### src/rtl/isa_pkg.sv
// Shared ISA definitions for the instruction encoder/loader.
// Holds the 16-bit instruction field positions, the field-format selector,
// the reject-cause codes reported by the loader, and the loader FSM states.
package isa_pkg;

    localparam int unsigned OPC_W   = 4;
    localparam int unsigned OPC_MSB = 15;
    localparam int unsigned RD_LSB  = 9;
    localparam int unsigned RA_LSB  = 6;
    localparam int unsigned RB_LSB  = 3;

    typedef enum logic [1:0] {
        FMT_R   = 2'd0,
        FMT_I   = 2'd1,
        FMT_J   = 2'd2,
        FMT_RSV = 2'd3
    } fmt_t;

    typedef enum logic [1:0] {
        ERR_NONE = 2'd0,
        ERR_IMM  = 2'd1,
        ERR_ADDR = 2'd2,
        ERR_FMT  = 2'd3
    } err_code_t;

    typedef enum logic [1:0] {
        ST_IDLE  = 2'd0,
        ST_LOAD  = 2'd1,
        ST_DRAIN = 2'd2,
        ST_FULL  = 2'd3
    } load_state_t;

endpackage

### src/rtl/instr_pack.sv
// Combinational instruction packer.
// Builds the 16-bit instruction word from its fields and flags tuples that
// cannot be represented.
//   fmt       : 0=R, 1=I, 2=J, 3=reserved (always rejected)
//   opcode    : inst[15:12]
//   rd/ra/rb  : register addresses
//   func      : ALU function (R format)
//   imm       : signed immediate, must fit 6 bits (I format)
//   addr      : signed jump address, must fit 7 bits (J format)
//   word      : packed instruction
//   range_err : tuple must not be written
//   err_code  : cause of range_err (ERR_NONE when clean)
module instr_pack
    import isa_pkg::*;
(
    input  logic [1:0]  fmt,
    input  logic [3:0]  opcode,
    input  logic [2:0]  rd_addr,
    input  logic [2:0]  ra_addr,
    input  logic [2:0]  rb_addr,
    input  logic [2:0]  func,
    input  logic [7:0]  imm,
    input  logic [7:0]  addr,
    output logic [15:0] word,
    output logic        range_err,
    output logic [1:0]  err_code
);

    always_comb begin
        word      = '0;
        range_err = 1'b0;
        err_code  = ERR_NONE;
        word[OPC_MSB -: OPC_W] = opcode;
        case (fmt_t'(fmt))
            FMT_R: begin
                word[RD_LSB +: 3] = rd_addr;
                word[RA_LSB +: 3] = ra_addr;
                word[RB_LSB +: 3] = rb_addr;
                word[2:0]         = func;
            end
            FMT_I: begin
                // imm is split around ra/rb: high half in the rd slot
                word[RD_LSB +: 3] = imm[5:3];
                word[RA_LSB +: 3] = ra_addr;
                word[RB_LSB +: 3] = rb_addr;
                word[2:0]         = imm[2:0];
                // sign bits 7..5 must agree so the 6-bit field sign-extends back
                if (!(imm[7:5] == 3'b000 || imm[7:5] == 3'b111)) begin
                    range_err = 1'b1;
                    err_code  = ERR_IMM;
                end
            end
            FMT_J: begin
                word[RD_LSB +: 3] = rd_addr;
                word[6:0]         = addr[6:0];
                if (addr[7] != addr[6]) begin
                    range_err = 1'b1;
                    err_code  = ERR_ADDR;
                end
            end
            default: begin
                range_err = 1'b1;
                err_code  = ERR_FMT;
            end
        endcase
    end

endmodule

### src/rtl/instr_encoder_loader.sv
// Instruction encoder/loader.
// Accepts instruction field tuples over valid/ready, packs them into 16-bit
// words and streams them to instruction memory at consecutive addresses
// starting from base_addr, stopping after the top address is written.
//   start/base_addr : arm (or re-arm) the loader at base_addr
//   in_valid/in_ready + fmt..addr : field tuple input
//   wr_valid/wr_ready/wr_addr/wr_data : memory write port (one output register)
//   busy  : loader armed
//   full  : top address written, loader stopped
//   err/err_code : sticky reject flag and first reject cause
//   words_written : writes completed since the last start
module instr_encoder_loader
    import isa_pkg::*;
#(
    parameter int unsigned IMEM_AW = 8
) (
    input  logic               clk,
    input  logic               rst_n,
    input  logic               start,
    input  logic [IMEM_AW-1:0] base_addr,
    input  logic               in_valid,
    output logic               in_ready,
    input  logic [1:0]         fmt,
    input  logic [3:0]         opcode,
    input  logic [2:0]         rd_addr,
    input  logic [2:0]         ra_addr,
    input  logic [2:0]         rb_addr,
    input  logic [2:0]         func,
    input  logic [7:0]         imm,
    input  logic [7:0]         addr,
    output logic               wr_valid,
    input  logic               wr_ready,
    output logic [IMEM_AW-1:0] wr_addr,
    output logic [15:0]        wr_data,
    output logic               busy,
    output logic               full,
    output logic               err,
    output logic [1:0]         err_code,
    output logic [IMEM_AW:0]   words_written
);

    load_state_t state, state_next;
    err_code_t   code_q;

    logic [15:0] pk_word;
    logic        pk_err;
    logic [1:0]  pk_code;
    logic        accept;
    logic        write_fire;
    logic        top_write;

    instr_pack u_pack (
        .fmt       (fmt),
        .opcode    (opcode),
        .rd_addr   (rd_addr),
        .ra_addr   (ra_addr),
        .rb_addr   (rb_addr),
        .func      (func),
        .imm       (imm),
        .addr      (addr),
        .word      (pk_word),
        .range_err (pk_err),
        .err_code  (pk_code)
    );

    // wr_addr doubles as the write pointer: it only advances when the
    // pending word is accepted, so a word loaded in the same cycle picks
    // up the next address.
    assign write_fire = wr_valid && wr_ready;
    assign top_write  = write_fire && (wr_addr == '1);
    assign accept     = in_valid && in_ready;
    assign err_code   = code_q;

    always_ff @(posedge clk or negedge rst_n) begin
        if (!rst_n) begin
            state <= ST_IDLE;
        end else begin
            state <= state_next;
        end
    end

    always_comb begin
        state_next = state;
        if (start) begin
            state_next = ST_LOAD;
        end else begin
            case (state)
                ST_LOAD:  if (top_write) state_next = ST_DRAIN;
                ST_DRAIN: state_next = ST_FULL;
                default:  state_next = state;
            endcase
        end
    end

    always_comb begin
        busy     = (state == ST_LOAD);
        full     = (state == ST_DRAIN) || (state == ST_FULL);
        in_ready = busy && (!wr_valid || wr_ready) && !top_write;
    end

    always_ff @(posedge clk or negedge rst_n) begin
        if (!rst_n) begin
            wr_valid      <= 1'b0;
            wr_addr       <= '0;
            wr_data       <= '0;
            err           <= 1'b0;
            code_q        <= ERR_NONE;
            words_written <= '0;
        end else if (start) begin
            // re-arm discards any pending word
            wr_valid      <= 1'b0;
            wr_addr       <= base_addr;
            err           <= 1'b0;
            code_q        <= ERR_NONE;
            words_written <= '0;
        end else begin
            if (write_fire) begin
                words_written <= words_written + (IMEM_AW+1)'(1);
                if (!top_write) begin
                    wr_addr <= wr_addr + IMEM_AW'(1);
                end
            end
            if (accept) begin
                if (pk_err) begin
                    wr_valid <= 1'b0;
                    err      <= 1'b1;
                    if (!err) begin
                        code_q <= err_code_t'(pk_code);
                    end
                end else begin
                    wr_valid <= 1'b1;
                    wr_data  <= pk_word;
                end
            end else if (write_fire) begin
                wr_valid <= 1'b0;
            end
        end
    end

endmodule

### config.mk
export PLATFORM = sky130hd
export DESIGN_NAME = instr_encoder_loader
export DESIGN_NICKNAME = d
export VERILOG_FILES = /design/src/rtl/isa_pkg.sv /design/src/rtl/instr_pack.sv /design/src/rtl/instr_encoder_loader.sv
export SDC_FILE = /design/constraint.sdc
export NUM_CORES = 1
export LEC_CHECK = 0
export CAP_MARGIN = 25
export CORE_MARGIN = 3
export CORE_UTILIZATION = 40
export DETAILED_ROUTE_END_ITERATION = 12
export PLACE_DENSITY = 0.81
export RECOVER_POWER = 100
export REMOVE_ABC_BUFFERS = 1
export SLEW_MARGIN = 20
export SYNTH_ARGS = -nofsm -noshare
export SYNTH_HDL_FRONTEND = slang
export SYNTH_SLANG_ARGS = --single-unit
### constraint.sdc
create_clock -name clk -period 4.45 [get_ports clk]
set_input_delay 0.89 -clock clk [delete_from_list [all_inputs] [get_ports clk]]
set_output_delay 0.89 -clock clk [all_outputs]
set_load 0.005 [all_outputs]
==> results of run 1 <==
## how the worst max path moves through the flow
stage                        start          end  slack (ns)  depth (start not counted)
final                     wr_ready     in_ready        1.07                          4
after global routing      wr_ready     in_ready        0.98                          4
after CTS                 wr_ready     in_ready        1.18                          4
after detailed placement  wr_ready     in_ready        1.20                          4
after global placement    wr_ready     in_ready        1.19                          4
after floorplan             imm[5]  wr_data[10]        2.30                          4
## critical path, cell delays in order
cell           delay [ns]
dlygate4sd3_1        0.62
nand2b_1             0.20
o311a_2              0.21
dlygate4sd3_1        0.57
## metrics by stage
| stage | power, mW | util | hold slack [ns] |
|---|---|---|---|
| 5_1_grt | 0.9128 | 0.6103 | 0.5111 |
| 3_5_place_dp | 0.6940 | 0.6079 | 0.4918 |
| 3_3_place_gp | 0.6862 | 0.6079 | 0.4860 |
| 4_1_cts | 0.9156 | 0.6228 | 0.5083 |
| 2_1_floorplan | 0.5243 | - | 0.4991 |
| 6_report | 0.8590 | 0.6103 | 0.4932 |
## cells in the final DEF, fill, tap and decap left out, drive strengths merged, types with 3 or more instances in the layout
master,instances
a21oi,5
a22o,4
and3,3
clkbuf,7
clkdlybuf4s50,44
dfrtp,39
dlygate4sd3,41
inv,7
mux2,16
mux2i,5
nand2,21
nand3,5
nand4,6
nor2,11
nor2b,5
nor3,3
o21ai,19
or3,4
xnor2,3
xor2,9
## cell usage after synthesis, types with 5 or more instances
cell type,number,share of area
mux2_4,9,0.065
inv_1,7,0.013
xor2_1,9,0.038
a21oi_1,5,0.012
nor2_1,11,0.020
mux2i_1,5,0.024
o21ai_0,18,0.043
mux2_2,7,0.038
dfrtp_1,39,0.47
clkbuf_1,6,0.011
nor2b_1,5,0.015
nand2_1,21,0.038
## routing by layer
layer | share of wire | global-route usage | vias up
li1 | - | - | 873
met1 | 0.45 | 0.2248 | 809
met2 | 0.49 | 0.2757 | 53
met3 | 0.055 | 0.05390 | 2
met4 | 0.0025 | 0.04021 | 0
met5 | 0 | 0 | -
## kinds of logic after synthesis
family,after synthesis
and+or+nand+nor,65
AOI/OAI and AO/OA,40
DFF,39
xor gates and xnor gates,12
muxes,21
buffers and inverters,16
adders and majority gates,2
## power by group through the flow
stage	combinational, mW	clock (mW)	sequential (mW)
CTS	0.255	0.227	0.434
floorplan	0.0841	0	0.440
finish	0.214	0.215	0.430
global placement	0.248	0	0.438
detailed placement	0.254	0	0.440
global route	0.235	0.239	0.439
## state kept, by name (all words and copies together) (netlist names)
signal,cells
words_written,9
wr_data,16
wr_addr,8
state,2
err,1
wr_valid,1
err_code,2
## cell type report
class                      instances  area, um^2
sequential                        39       975.9
tap                               67       83.83
timing repair buffer              87       862.1
clock buffer                       6       72.57
multi-input combinational        140       957.2
inverter                           7       26.28
fill                             451        1902
==> flow_metrics.py, run 1 <==
metrics = {
    "synthesis": {
        "synth-compound-area-share": 0.1279,
        "synthMuxAreaShare": 0.1273,
        "synthCells": 195,
        "synth_edf_count": 0,
        "netlist_area_um2": 2074,
        "synthFlopType": "dfrtp_1",
        "synth_seq_cells": 39,
        "syn_area_per_cell_um2": 10.64,
        "seq_area_frac_synth": 0.4704,
        "synth-simple-area-share": 0.1725,
        "async_flop_share": 1.000,
        "yosysWarnings": 0,
        "synth-adder-area-share": 0.01206,
        "synthXorXnorAreaFrac": 0.05066,
        "synth_top_family_by_area": "simple AND/OR/NAND/NOR gates",
        "yosysUniqueCellTypes": 43,
    },
    "hold_path": {
        "whs_endpoint": "wr_data[10]",
        "hold_path.class": "reg2reg",
        "min_from": "wr_data[10]",
        "worstHoldPathCells": 1,
    },
    "routing": {
        "drt-wirelength-per-cell_um": 14.10,
        "wirelength_mm": 4.879,
        "drtIter0Drc": 63,
        "firstDrtPassIters": 4,
        "vias_per_cell": 5.020,
        "via_count": 1737,
        "drc": 0,
        "postRouteAntennaNets": 0,
    },
    "power": {
        "power_density_nw_per_um2": 288.5,
        "netSwitchingFraction": 0.2520,
        "p_leak_nw": 1.313,
        "p_int_mw": 0.6425,
        "pwr-share-seq": 0.501,
        "pwr-share-comb": 0.249,
        "clkPwrFrac": 0.250,
        "p_sw_mw": 0.2165,
        "ir_worst_vdd_mv": 0.1593,
    },
    "timing": {
        "drv_slew": 40,
        "finalSetupViolCount": 0,
        "hold_viol_final": 0,
        "tns_ns": 0,
        "max_freq_mhz": 296.1,
        "worst_slew_pin_slew_ns": 2.088,
        "fin_crit_sh": 0.7589,
        "clock_skew_ns": 0.005473,
        "rsz0062_at_grt": "no",
        "finalWorstSetupSlack_ns": 1.073,
        "maxSlewHeadroom": -0.3922,
        "min_period_ns": 3.377,
    },
    "critical_path": {
        "cp_max_fo": 5,
        "worstReg2RegStart": "wr_addr[0]",
        "start_kind": "input port",
        "r2r_setup_slack_ns": 1.95,
        "rr_endpoint": "wr_data[14]",
        "crit_path_end_kind": "output pin",
        "worstPathArrival_ns": 2.49,
        "r2r_cells": 5,
        "path_class": "in2out",
        "cp.required_ns": 3.56,
    },
    "clocking": {
        "clockBufferDepth": 2,
        "cts_root_buffer": "clkbuf_8",
        "cts_tree": "built",
        "cts.reportedPaths.clkPinSlew_ns": 0.06,
        "clk_latency_ns": 0.28,
        "numCtsBuffers": 5,
        "h-tree-depth": 2,
        "postCtsHoldBufs": 0,
        "cts_resized": 0,
        "clock_sinks": 39,
        "cts_setup_buffers": 0,
    },
    "global_route": {
        "grt_pass1_wl_mm": 8.273,
        "track_usage": 0.1709,
        "grt_pass1_vias": 1701,
        "grt_overflow": 0,
        "grt_max_degree": 40,
        "antenna_found_initial": 0,
    },
    "outcome": {
        "status": "finished, violations left",
        "violations": "capacitance limit, slew limit",
    },
    "die": {
        "die_area_um2": 6086,
        "core_area_um2": 4880,
        "num_rows": 25,
        "io_pins": 87,
        "initial_utilization": 0.4251,
        "fp.dieW_um": 78.02,
        "die_h_um": 78.02,
    },
    "layout": {
        "nNetsFinal": 329,
        "design_area_um2": 2978,
        "drive_above_1_share": 0.06452,
        "fin_cells": 346,
        "diodes": 0,
        "area_delta_synth_final_pct": 43.55,
    },
    "place": {
        "portBuffers": 86,
        "dp_cells": 340,
        "gp_congestion": 0.7939,
        "dp_hpwl_mm": 3.677,
        "dpl_cell_area_um2": 2967,
        "place_ws_ns": 1.197,
    },
    "job": {
        "drv_cap": 1,
    },
}
(Power assumes the default switching activity.)
==> run 2, diff against run 1 <==
--- a/config.mk
+++ b/config.mk
@@ -7,9 +7,9 @@
 export LEC_CHECK = 0
 export CAP_MARGIN = 25
 export CORE_MARGIN = 3
-export CORE_UTILIZATION = 40
+export CORE_UTILIZATION = 39
 export DETAILED_ROUTE_END_ITERATION = 12
-export PLACE_DENSITY = 0.81
+export PLACE_DENSITY = 0.82
 export RECOVER_POWER = 100
 export REMOVE_ABC_BUFFERS = 1
 export SLEW_MARGIN = 20
==> constraint.sdc (replaced) <==
create_clock -name clk -period 2.8 [get_ports clk]
set_input_delay 0.56 -clock clk [delete_from_list [all_inputs] [get_ports clk]]
set_output_delay 0.56 -clock clk [all_outputs]
set_load 0.005 [all_outputs]
==> flow_metrics.py, run 2 (synthesis results as in run 1) <==
metrics = {
    "critical_path": {
        "cp.required_ns": 2.24,
        "rr_endpoint": "wr_data[10]",
        "path_cells": "clkdlybuf4s50_1, nand2b_1, o311a_4, clkdlybuf4s50_1",
        "cp_max_fo": 5,
        "r2r_setup_slack_ns": 0.67,
        "worstReg2RegStart": "wr_addr[0]",
        "crit_path_end_kind": "output pin",
        "path_class": "in2out",
        "worstPathArrival_ns": 2.07,
        "cp_slowest_cell": "clkdlybuf4s50_1",
        "crit_top_cell": "clkdlybuf4s50_1",
        "r2r_cells": 5,
        "start_kind": "input port",
        "cpPeakStageDelay_ns": 0.56,
    },
    "clocking": {
        "clockBufferDepth": 2,
        "cts_root_buffer": "clkbuf_8",
        "postCtsHoldBufs": 0,
        "clk_latency_ns": 0.29,
        "h-tree-depth": 2,
        "cts_tree": "built",
        "cts_setup_buffers": 0,
        "cts_resized": 0,
        "numCtsBuffers": 5,
        "cts.reportedPaths.clkPinSlew_ns": 0.07,
        "clock_sinks": 39,
    },
    "routing": {
        "drt-wirelength-per-cell_um": 14.60,
        "firstDrtPassIters": 4,
        "vias_per_cell": 5.085,
        "wirelength_mm": 5.125,
        "drtIter0Drc": 54,
        "postRouteAntennaNets": 0,
        "via_count": 1785,
        "drc": 0,
    },
    "hold_path": {
        "min_from": "wr_data[15]",
        "whs_endpoint": "wr_data[15]",
        "hold_path.class": "reg2reg",
        "worstHoldPathCells": 1,
    },
    "die": {
        "die_area_um2": 6230,
        "die_h_um": 78.93,
        "core_area_um2": 4942,
        "fp.dieW_um": 78.93,
        "initial_utilization": 0.4197,
        "num_rows": 25,
        "io_pins": 87,
    },
    "layout": {
        "diodes": 0,
        "nFillCells": 455,
        "final_common_cell": "clkdlybuf4s50_1",
        "regMostFlops": "wr_data",
        "largest_reg_flops": 16,
        "area_delta_synth_final_pct": 46.98,
        "multi_input_area_um2": 968.4,
        "drive_above_1_share": 0.07746,
        "final_cell_mix": "clkdlybuf4s50_1, dlygate4sd3_1, dfrtp_1",
        "seqCellArea_um2": 975.9,
        "reg.largest.list": "wr_data x16, words_written x9, wr_addr x8",
        "nNetsFinal": 332,
    },
    "timing": {
        "min_period_ns": 2.626,
        "finalSetupViolCount": 0,
        "tns_ns": 0,
        "max_freq_mhz": 380.8,
        "drv_slew": 40,
        "rsz0062_at_grt": "no",
        "finalWorstSetupSlack_ns": 0.1742,
        "clock_skew_ns": 0.009165,
        "worst_slew_pin_slew_ns": 2.089,
        "maxSlewHeadroom": -0.3927,
        "hold_viol_final": 0,
        "fin_crit_sh": 0.9378,
    },
    "power": {
        "ir_worst_vdd_mv": 0.2522,
        "power_density_nw_per_um2": 498.0,
        "finalPower_mw": 1.518,
        "p_leak_nw": 1.350,
    },
    "outcome": {
        "violations": "capacitance limit, slew limit",
        "status": "finished, violations left",
    },
    "global_route": {
        "grt_overflow": 0,
        "grt_pass1_wl_mm": 8.556,
        "grt_pass1_vias": 1823,
        "track_usage": 0.1723,
        "antenna_found_initial": 0,
        "grt_max_degree": 40,
    },
    "place": {
        "gp_congestion": 0.7865,
        "place_ws_ns": 0.1804,
        "dp_hpwl_mm": 3.869,
        "portBuffers": 86,
    },
    "job": {
        "drv_cap": 1,
    },
}
## run 2: worst max-delay path: cells and delay by family
family                 cells  cell delay [ns]
and+or+nand+nor            1             0.22
buffers and inverters      2             1.07
AOI/OAI and AO/OA          1             0.21
## run 2: final cells by class
| type | count | area share |
|---|---|---|
| flip-flops and latches | 39 | 0.3201 |
| multi-input cells | 140 | 0.3176 |
| repair buffers | 90 | 0.2876 |
| well taps | 67 | 0.02749 |
| clock buffers | 6 | 0.02708 |
| clock inverters | 2 | 0.01149 |
| inverters | 7 | 0.008617 |
## run 2: power by group
part | switching [mW] | leakage, nW | internal [mW] | total (mW)
registers | 0.0466 | 0.496 | 0.637 | 0.683
clock network | 0.201 | 0.0612 | 0.289 | 0.489
logic | 0.126 | 0.793 | 0.219 | 0.346
## run 2: layer usage
metal / wire (um) / share of wire / vias to the layer above / GRT usage
met4: 42 / 0.0082 / 0 / 0.04639
met1: 2168 / 0.42 / 860 / 0.2071
met5: 0 / 0 / - / 0
li1: - / - / 872 / -
met3: 306 / 0.060 / 5 / 0.04762
met2: 2609 / 0.51 / 48 / 0.3031
## run 2: per-stage QoR
step                  util  std cells  hold slack (ns)  instance area (um^2)
finish              0.6170        351           0.4838                  3049
global route        0.6170        351           0.5177                  3049
CTS                 0.6286        351           0.4117                  3107
detailed placement  0.6048        343           0.4934                  2989
global placement    0.6048        343           0.4874                  2989
floorplan                -        186           0.2644                  2019
## run 2: how the worst max path moves through the flow
stage | slack [ns] | to | from | cells past startpoint
2_1_floorplan | 0.98 | wr_data[10] | imm[5] | 4
3_3_place_gp | 0.18 | in_ready | wr_ready | 4
3_5_place_dp | 0.18 | in_ready | wr_ready | 4
4_1_cts | 0.17 | in_ready | wr_ready | 4
5_1_grt | 0.11 | in_ready | wr_ready | 4
6_report | 0.17 | in_ready | wr_ready | 4
==> run 3, diff against run 2 <==
--- a/config.mk
+++ b/config.mk
@@ -5,9 +5,9 @@
 export SDC_FILE = /design/constraint.sdc
 export NUM_CORES = 1
 export LEC_CHECK = 0
-export CAP_MARGIN = 25
 export CORE_MARGIN = 3
 export CORE_UTILIZATION = 39
+export CTS_CLUSTER_DIAMETER = 30
 export DETAILED_ROUTE_END_ITERATION = 12
 export PLACE_DENSITY = 0.82
 export RECOVER_POWER = 100
==> results of run 3 <==
The final DEF is identical to that of run 2; final timing and power are the same.
